`src/rtl/exec_unit.sv`:
```
// exec_unit: single-issue execution unit (negate / iterative square) feeding the CDB.
// Latency: negate 1 cycle; square MUL_BITS cycles (one multiplier bit per cycle, LSB first).
// Backpressure: result held in DONE until grant; requireAC low while busy or holding without grant.
//
// Ports:
//   clk, nRST                  - clock, async active-low reset
//   require/opIn/dataIn/labelIn - instruction queue head (op 0 = negate, 1 = square)
//   requireAC                  - combinational accept to the queue (pops on require && requireAC)
//   bcReq/bcLabel/bcData       - registered CDB request with tag and result
//   grant                      - CDB arbiter grant; consumes the held result on this edge
module exec_unit #(
  parameter int MUL_BITS = 16
) (
  input  logic        clk,
  input  logic        nRST,
  input  logic        require,
  input  logic        opIn,
  input  logic [31:0] dataIn,
  input  logic [3:0]  labelIn,
  output logic        requireAC,
  output logic        bcReq,
  output logic [3:0]  bcLabel,
  output logic [31:0] bcData,
  input  logic        grant
);

  typedef enum logic [1:0] {
    IDLE = 2'd0,
    MUL  = 2'd1,
    DONE = 2'd2
  } state_t;

  state_t              state;
  logic [31:0]         mcand;   // multiplicand, shifted left each iteration
  logic [MUL_BITS-1:0] mplier;  // multiplier, shifted right each iteration
  logic [4:0]          cnt;
  logic [31:0]         acc;

  logic        accept;
  logic [31:0] add_term;
  logic [31:0] acc_next;

  // A held result that is granted this cycle frees the unit in the same edge,
  // which is what allows one negate per cycle under continuous grant.
  assign requireAC = (state == IDLE) || ((state == DONE) && grant);
  assign accept    = require && requireAC;
  assign bcReq     = (state == DONE);

  assign add_term = mplier[0] ? mcand : 32'd0;
  assign acc_next = acc + add_term;

  always_ff @(posedge clk or negedge nRST) begin
    if (!nRST) begin
      state   <= IDLE;
      mcand   <= '0;
      mplier  <= '0;
      cnt     <= '0;
      acc     <= '0;
      bcLabel <= '0;
      bcData  <= '0;
    end else if (accept) begin
      // Accept path is shared by IDLE and DONE+grant (back-to-back issue).
      bcLabel <= labelIn;
      if (!opIn) begin
        bcData <= ~dataIn + 32'd1;
        state  <= DONE;
      end else begin
        // Upper operand bits are ignored; only the low MUL_BITS are squared.
        mcand  <= 32'(dataIn[MUL_BITS-1:0]);
        mplier <= dataIn[MUL_BITS-1:0];
        cnt    <= 5'(MUL_BITS);
        acc    <= '0;
        state  <= MUL;
      end
    end else begin
      case (state)
        MUL: begin
          acc    <= acc_next;
          mcand  <= mcand << 1;
          mplier <= mplier >> 1;
          cnt    <= cnt - 5'd1;
          // Last bit processed on this edge: publish the finished product.
          if (cnt == 5'd1) begin
            bcData <= acc_next;
            state  <= DONE;
          end
        end
        DONE: begin
          if (grant) state <= IDLE;
        end
        default: state <= IDLE;
      endcase
    end
  end

endmodule

```
`config.mk`:
```
export PLATFORM = sky130hd
export DESIGN_NAME = exec_unit
export DESIGN_NICKNAME = d
export VERILOG_FILES = /design/src/rtl/exec_unit.sv
export SDC_FILE = /design/constraint.sdc
export NUM_CORES = 1
export LEC_CHECK = 0
export ABC_AREA = 1
export ABC_CLOCK_PERIOD_IN_PS = 5300
export BUFFER_PORTS_ARGS = -buffer_cell sky130_fd_sc_hd__buf_2
export CAP_MARGIN = 40
export CORE_MARGIN = 2
export CORE_UTILIZATION = 48
export DETAILED_ROUTE_END_ITERATION = 8
export MAX_ROUTING_LAYER = met4
export PLACE_DENSITY = 0.66
export SYNTH_ARGS = -nofsm -noshare
export SYNTH_HDL_FRONTEND = slang
export SYNTH_SLANG_ARGS = --single-unit
```
`constraint.sdc`:
```
create_clock -name clk -period 5.3 [get_ports clk]
set_clock_uncertainty 0.05 [all_clocks]
set_input_delay 0 -clock clk [delete_from_list [all_inputs] [get_ports clk]]
set_output_delay 0 -clock clk [all_outputs]
set_load 0.01 [all_outputs]
```
==> results.cfg, run 1 <==
[clock_network]
clockRootBuffer = clkbuf_16
post-cts-setup-buffer-count = 0
clk_latency_ns = 0.42
clk_pin_slew_ns = 0.06
cts.sinks = 123
postCtsHoldBufs = 35
cts_tree = done
cts_buffers = 17
cts_resized = 0
htree_levels = 4
clk_path_buf_depth = 2

[timing]
worst-slew-pin-transition_ns = 0.776
rsz0062_at_grt = false
maxSlewViolCount = 0
fin_crit_sh_pct = 54.2
setup_tns_ns = 0
setup-violations-final = 0
max_freq_mhz = 348
hold_violations = 0
finalCriticalPeriod_ns = 2.87
slew_headroom_pct = 48.3

[setup_path]
worstSetupPathDepth = 11
cp-start-kind = register
path_class = reg2reg
worst-path-buf-inv = 3
slowest_delay_ns = 0.57
reg2reg_depth = 11
crit_path_max_fanout = 76
cp.required_ns = 5.55
crit_arrival_ns = 3.12
slowest_stage = buf_4
path_cells = a21oi_2 > nand2_2 > inv_4 > nand2_4 > nand2_4 > buf_4 > nand2_1 > inv_1 > nand2_1 > o21ai_1 > nand3_1
critPathTopFamily = buffers and inverters
cp-end-kind = register

[routing]
vias = 8459
first_iter_violations = 747
wl_per_cell_um = 15.5
drc = 0
via_per_inst = 5.16
drt_wl_total_mm = 25.4
dr.pass1.iters = 5
antenna_left = 0

[power]
p_int_w = 0.00271
leakage_nw = 5.60
switching_share_pct = 42.5
p_clk_share_pct = 25.8
seqPwrFrac_pct = 32.8
p_sw_w = 0.00200
peakVddDrop_mv = 0.362
combPwrFrac_pct = 41.4
powerDensity_nw_per_um2 = 469

[grt]
grt_pass1_vias = 7792
antenna_found_initial = 1
grt_start_max_net_pins = 77
track_usage_pct = 29.0
grt_first_pass_wirelength_mm = 40.5
overflow = 0

[synth]
ys_seq_elements = 123
synth.distinct_cells = 42
synth_area_per_cell_um2 = 6.58
synth_edf_count = 0
yosysSeqAreaShare_pct = 35.9
ys.flop_type = dfrtp_1
syn_area_um2 = 8570
syn_nets = 1378
yosysTopAreaCell = dfrtp_1
synth_area_leaders = dfrtp_1, nand2_1, inv_1
yosysTopAreaCellShare_pct = 35.9
synthArstFlopShare_pct = 100
synthCells = 1302
yosys_warnings = 0

[place]
hpwlAfterDp_mm = 19.1
dpl-instance-area_um2 = 9100
io_buffer_count = 78
place.gp.congestion = 0.911

[die]
start_util_pct = 49.4
io_pins = 79
fp.dieH_um = 138
die_w_um = 138
die_area_um2 = 18900
coreArea_um2 = 17400
rows = 48

[min_path]
hold_class = in2reg
min_path_cells = 4

[cells_and_area]
layout-drive-gt1-share_pct = 10.5
final_common_cell = nand2_1
fin_util_pct = 58.0
nets = 1477
syn2layout_area_growth_pct = 17.4
final_area_um2 = 10100
final_cell_mix = nand2_1, inv_1, dfrtp_1, nor2_1, o21ai_0

[run_status]
status = finished clean

[job]
max-cap-violations = 0
registers in the layout, indices dropped and copies added (netlist names):
register / count
acc: 32
bcData: 32
mcand: 32
mplier: 16
cnt: 5
bcLabel: 4
state: 2
Yosys cell counts, types with 2 or more instances:
| cell | number |
|---|---|
| inv_2 | 7 |
| nand3b_1 | 4 |
| nor2_2 | 5 |
| nor2_8 | 2 |
| a21oi_1 | 53 |
| o21bai_1 | 3 |
| nand2_1 | 431 |
| dfrtp_1 | 123 |
| xor2_1 | 7 |
| o22ai_1 | 17 |
| o221ai_1 | 2 |
| o21ai_1 | 27 |
| nand2_2 | 4 |
| clkbuf_1 | 10 |
| nor3_1 | 6 |
| o21ai_0 | 94 |
| nand2_4 | 3 |
| nor2_1 | 96 |
| buf_2 | 15 |
| a31oi_1 | 16 |
| o21ai_2 | 3 |
| ha_1 | 34 |
| buf_6 | 5 |
| and2_1 | 2 |
| or2_2 | 2 |
| buf_4 | 8 |
| inv_1 | 229 |
| nand3_1 | 71 |
| nand4_1 | 7 |
| a21o_1 | 3 |
| nor2_4 | 2 |
cell type report:
cell class | count | area, µm²
antenna | 1 | 2.50
clock buffer | 18 | 439
clock inverter | 14 | 170
fill | 1719 | 7300
inverter | 237 | 892
multi-input combinational | 903 | 4370
sequential | 123 | 3080
tap | 225 | 282
timing repair buffer | 119 | 828
worst register-to-register path, cell delays in order, from the launching register on:
cell     delay (ns)
dfrtp_1        0.41
a21oi_2        0.17
nand2_2        0.09
inv_4          0.53
nand2_4        0.27
nand2_4        0.12
buf_4          0.57
nand2_1        0.15
inv_1          0.11
nand2_1        0.08
o21ai_1        0.12
nand3_1        0.08
through the flow:
stage                     hold WS, ns  worst slack (ns)  power (W)  instances
final                          0.0122              2.43    0.00471       1640
after global routing           0.0300              2.13    0.00505       1640
after CTS                     0.00539              2.43    0.00471       1639
after detailed placement       0.0245              2.43    0.00347       1572
after global placement         0.0231              2.42    0.00340       1569
after floorplan                -0.346              3.11    0.00289       1302
metal layers:
| metal | part of all wire (%) | global-route usage, % | vias up |
|---|---|---|---|
| met2 | 44 | 41.6 | 259 |
| met5 | 0 | - | - |
| met4 | 2.7 | 8.99 | 0 |
| met1 | 48 | 41.8 | 3863 |
| met3 | 5.3 | 4.78 | 49 |
| li1 | - | - | 4288 |
kinds of logic after synthesis:
family | Yosys count | synth area share (%)
adders and majority gates | 35 | 5.20
xor gates and xnor gates | 7 | 0.715
buffers and inverters | 276 | 13.1
DFF | 123 | 35.9
AOI/OAI and AO/OA | 221 | 14.0
and+or+nand+nor | 640 | 31.1
final timing paths:
path	end	slack, ns	startpoint
min in group asynchronous	mplier[7]	0.09	nRST
worst max register to register	cnt[4]	2.43	state[1]
worst max-delay path	cnt[4]	2.43	state[1]
worst min register to register	bcData[25]	0.42	bcData[25]
max in group asynchronous	acc[24]	4.02	nRST
worst min-delay path	bcData[12]	0.01	dataIn[12]
power by group through the flow:
stage	Combinational [W]	Sequential (W)	Clock, W
after floorplan	0.00136	0.00153	0
after global placement	0.00183	0.00157	0
after detailed placement	0.00191	0.00155	0
after CTS	0.00194	0.00154	0.00123
after global routing	0.00220	0.00158	0.00127
final	0.00195	0.00155	0.00122
Note: power is estimated with default switching activity, not from simulation.
==> run 2, diff against run 1 <==
- ABC_CLOCK_PERIOD_IN_PS: 5300 -> 2900
- clock period: 5.3 -> 2.9 ns (I/O delays scaled with it)
==> run 2 against run 1 <==
Against the previous run:
- wire length up 1.4%
- via count decreased by 0.53%
- critical path depth up 7
- largest cell class unchanged
- first-iteration DRC count is 15% higher
- worst hold slack worse by 0.0076 ns
- clock power up 84%
- critical path type unchanged
- total power rose by 85%
- sequential share of layout area hardly changed
- sequential power up 81%
- die area stayed put
==> results.cfg, run 2 (synthesized netlist as in run 1, its figures left out) <==
[clock_network]
clk_pin_slew_ns = 0.06
htree_levels = 4
clk_path_buf_depth = 2
post-cts-setup-buffer-count = 0
cts_tree = done
clk_latency_ns = 0.43
cts_buffers = 17
cts_resized = 0
clockRootBuffer = clkbuf_16
cts.sinks = 123
postCtsHoldBufs = 32

[place]
dp.cells = 1578
io_buffer_count = 78
hpwlAfterDp_mm = 19.1
dpl-instance-area_um2 = 9150
place.gp.congestion = 0.961

[timing]
finalCriticalPeriod_ns = 2.60
rsz0062_at_grt = false
slew_headroom_pct = 55.5
setup_tns_ns = 0
fin_crit_sh_pct = 89.5
setup-violations-final = 0
hold_violations = 0
worst-slew-pin-transition_ns = 0.668
maxSlewViolCount = 0
max_freq_mhz = 385

[routing]
drt_wl_total_mm = 25.7
dr.pass1.iters = 5
vias = 8414
first_iter_violations = 862
drc = 0
antenna_left = 0
wl_per_cell_um = 15.7
via_per_inst = 5.13

[setup_path]
reg2reg_slack_ns = 0.30
slowest_stage = fa_1
crit_arrival_ns = 2.92
critPathTopFamily = simple AND/OR/NAND/NOR gates
r2r-end = bcData[24]
cp.required_ns = 3.22
path_common_cell = nand2_1
reg2reg_depth = 18
path_cells = buf_4 > nand2_1 > inv_1 > ha_1 > fa_1 > nand3_1 > nand3_1 > nand2_1 > nand2_1 > nand2_1 > nand2_1 > nand2_1 > nand2_1 > nand2_1 > nand3_1 > nand2_1 > nand2_1 > nand2_1
r2r_start = mplier[0]
cp-end-kind = register
path_class = reg2reg
crit_path_max_fanout = 10
startpoint = mplier[0]
slowest_delay_ns = 0.43
worst-path-buf-inv = 2
cp-start-kind = register

[power]
powerDensity_nw_per_um2 = 866
power.total_w = 0.00873
peakVddDrop_mv = 0.711
leakage_nw = 5.62

[cells_and_area]
num_antenna_cells = 0
final_cells = 1640
top_regs = acc (32), bcData (32), mcand (32)
syn2layout_area_growth_pct = 17.5
final_common_cell = nand2_1
layout-drive-gt1-share_pct = 10.8
final_cell_mix = nand2_1, inv_1, dfrtp_1, nor2_1, o21ai_0
fin_util_pct = 58.0
n_fill_cell = 1722
nets = 1480
final_area_um2 = 10100

[grt]
grt_first_pass_wirelength_mm = 41.5
grt_start_max_net_pins = 75
antenna_found_initial = 0
track_usage_pct = 29.8
grt_pass1_vias = 7929
overflow = 0

[min_path]
min_path_cells = 5
hold_class = in2reg
hold_path.startpoint = dataIn[26]
hold_path_end = bcData[26]

[die]
io_pins = 79
fp.dieH_um = 138
start_util_pct = 49.4
coreArea_um2 = 17400
die_w_um = 138
rows = 48
die_area_um2 = 18900

[job]
max-cap-violations = 0

[run_status]
status = finished clean
-- run 2: changes by cell type in the layout (fill, tap and decap cells not counted), sizes merged --
cell | previous run | this run
inv | 239 | 241
clkinvlp | 4 | 2
dlygate4sd3 | 35 | 32
diode | 1 | 0
buf | 84 | 90
clkinv | 5 | 3
-- run 2: stage by stage --
step	hold slack, ns	setup WS (ns)
floorplan	-0.346	0.713
global placement	0.0362	0.392
detailed placement	0.0283	0.368
CTS	0.000352	0.328
global route	0.0219	0.0700
finish	0.00457	0.305
-- run 2: layout make-up --
type / instances / area, µm² / share of cell area (%)
multi-input combinational: 903 / 4370 / 43.4
tap: 225 / 282 / 2.79
clock buffer: 18 / 439 / 4.36
sequential: 123 / 3080 / 30.6
clock inverter: 12 / 163 / 1.61
inverter: 237 / 892 / 8.85
timing repair buffer: 122 / 853 / 8.47
-- run 2: power by group --
part	leakage, nW	switching [W]	internal (W)	total (W)
Sequential	1.59	0.000410	0.00239	0.00280
Combinational	3.74	0.00243	0.00125	0.00369
Clock	0.290	0.000869	0.00138	0.00224
-- run 2: worst register-to-register path: cells and delay by family (launching register included) --
kind	cells	cell delay, ns
DFF	1	0.38
buffers and inverters	2	0.22
adders and majority gates	2	0.65
and+or+nand+nor	14	1.25
-- run 2: worst max-delay path by stage --
stage,to,depth (start not counted)
global placement,bcData[24],18
detailed placement,bcData[24],18
CTS,bcData[24],18
finish,bcData[24],18
global route,bcData[24],18
floorplan,bcData[26],16
-- run 2: per-layer routing --
layer	routed length [µm]	track usage, %
met1	12200	42.3
met2	11600	44.1
met3	1440	4.86
met4	459	7.96
met5	0	-
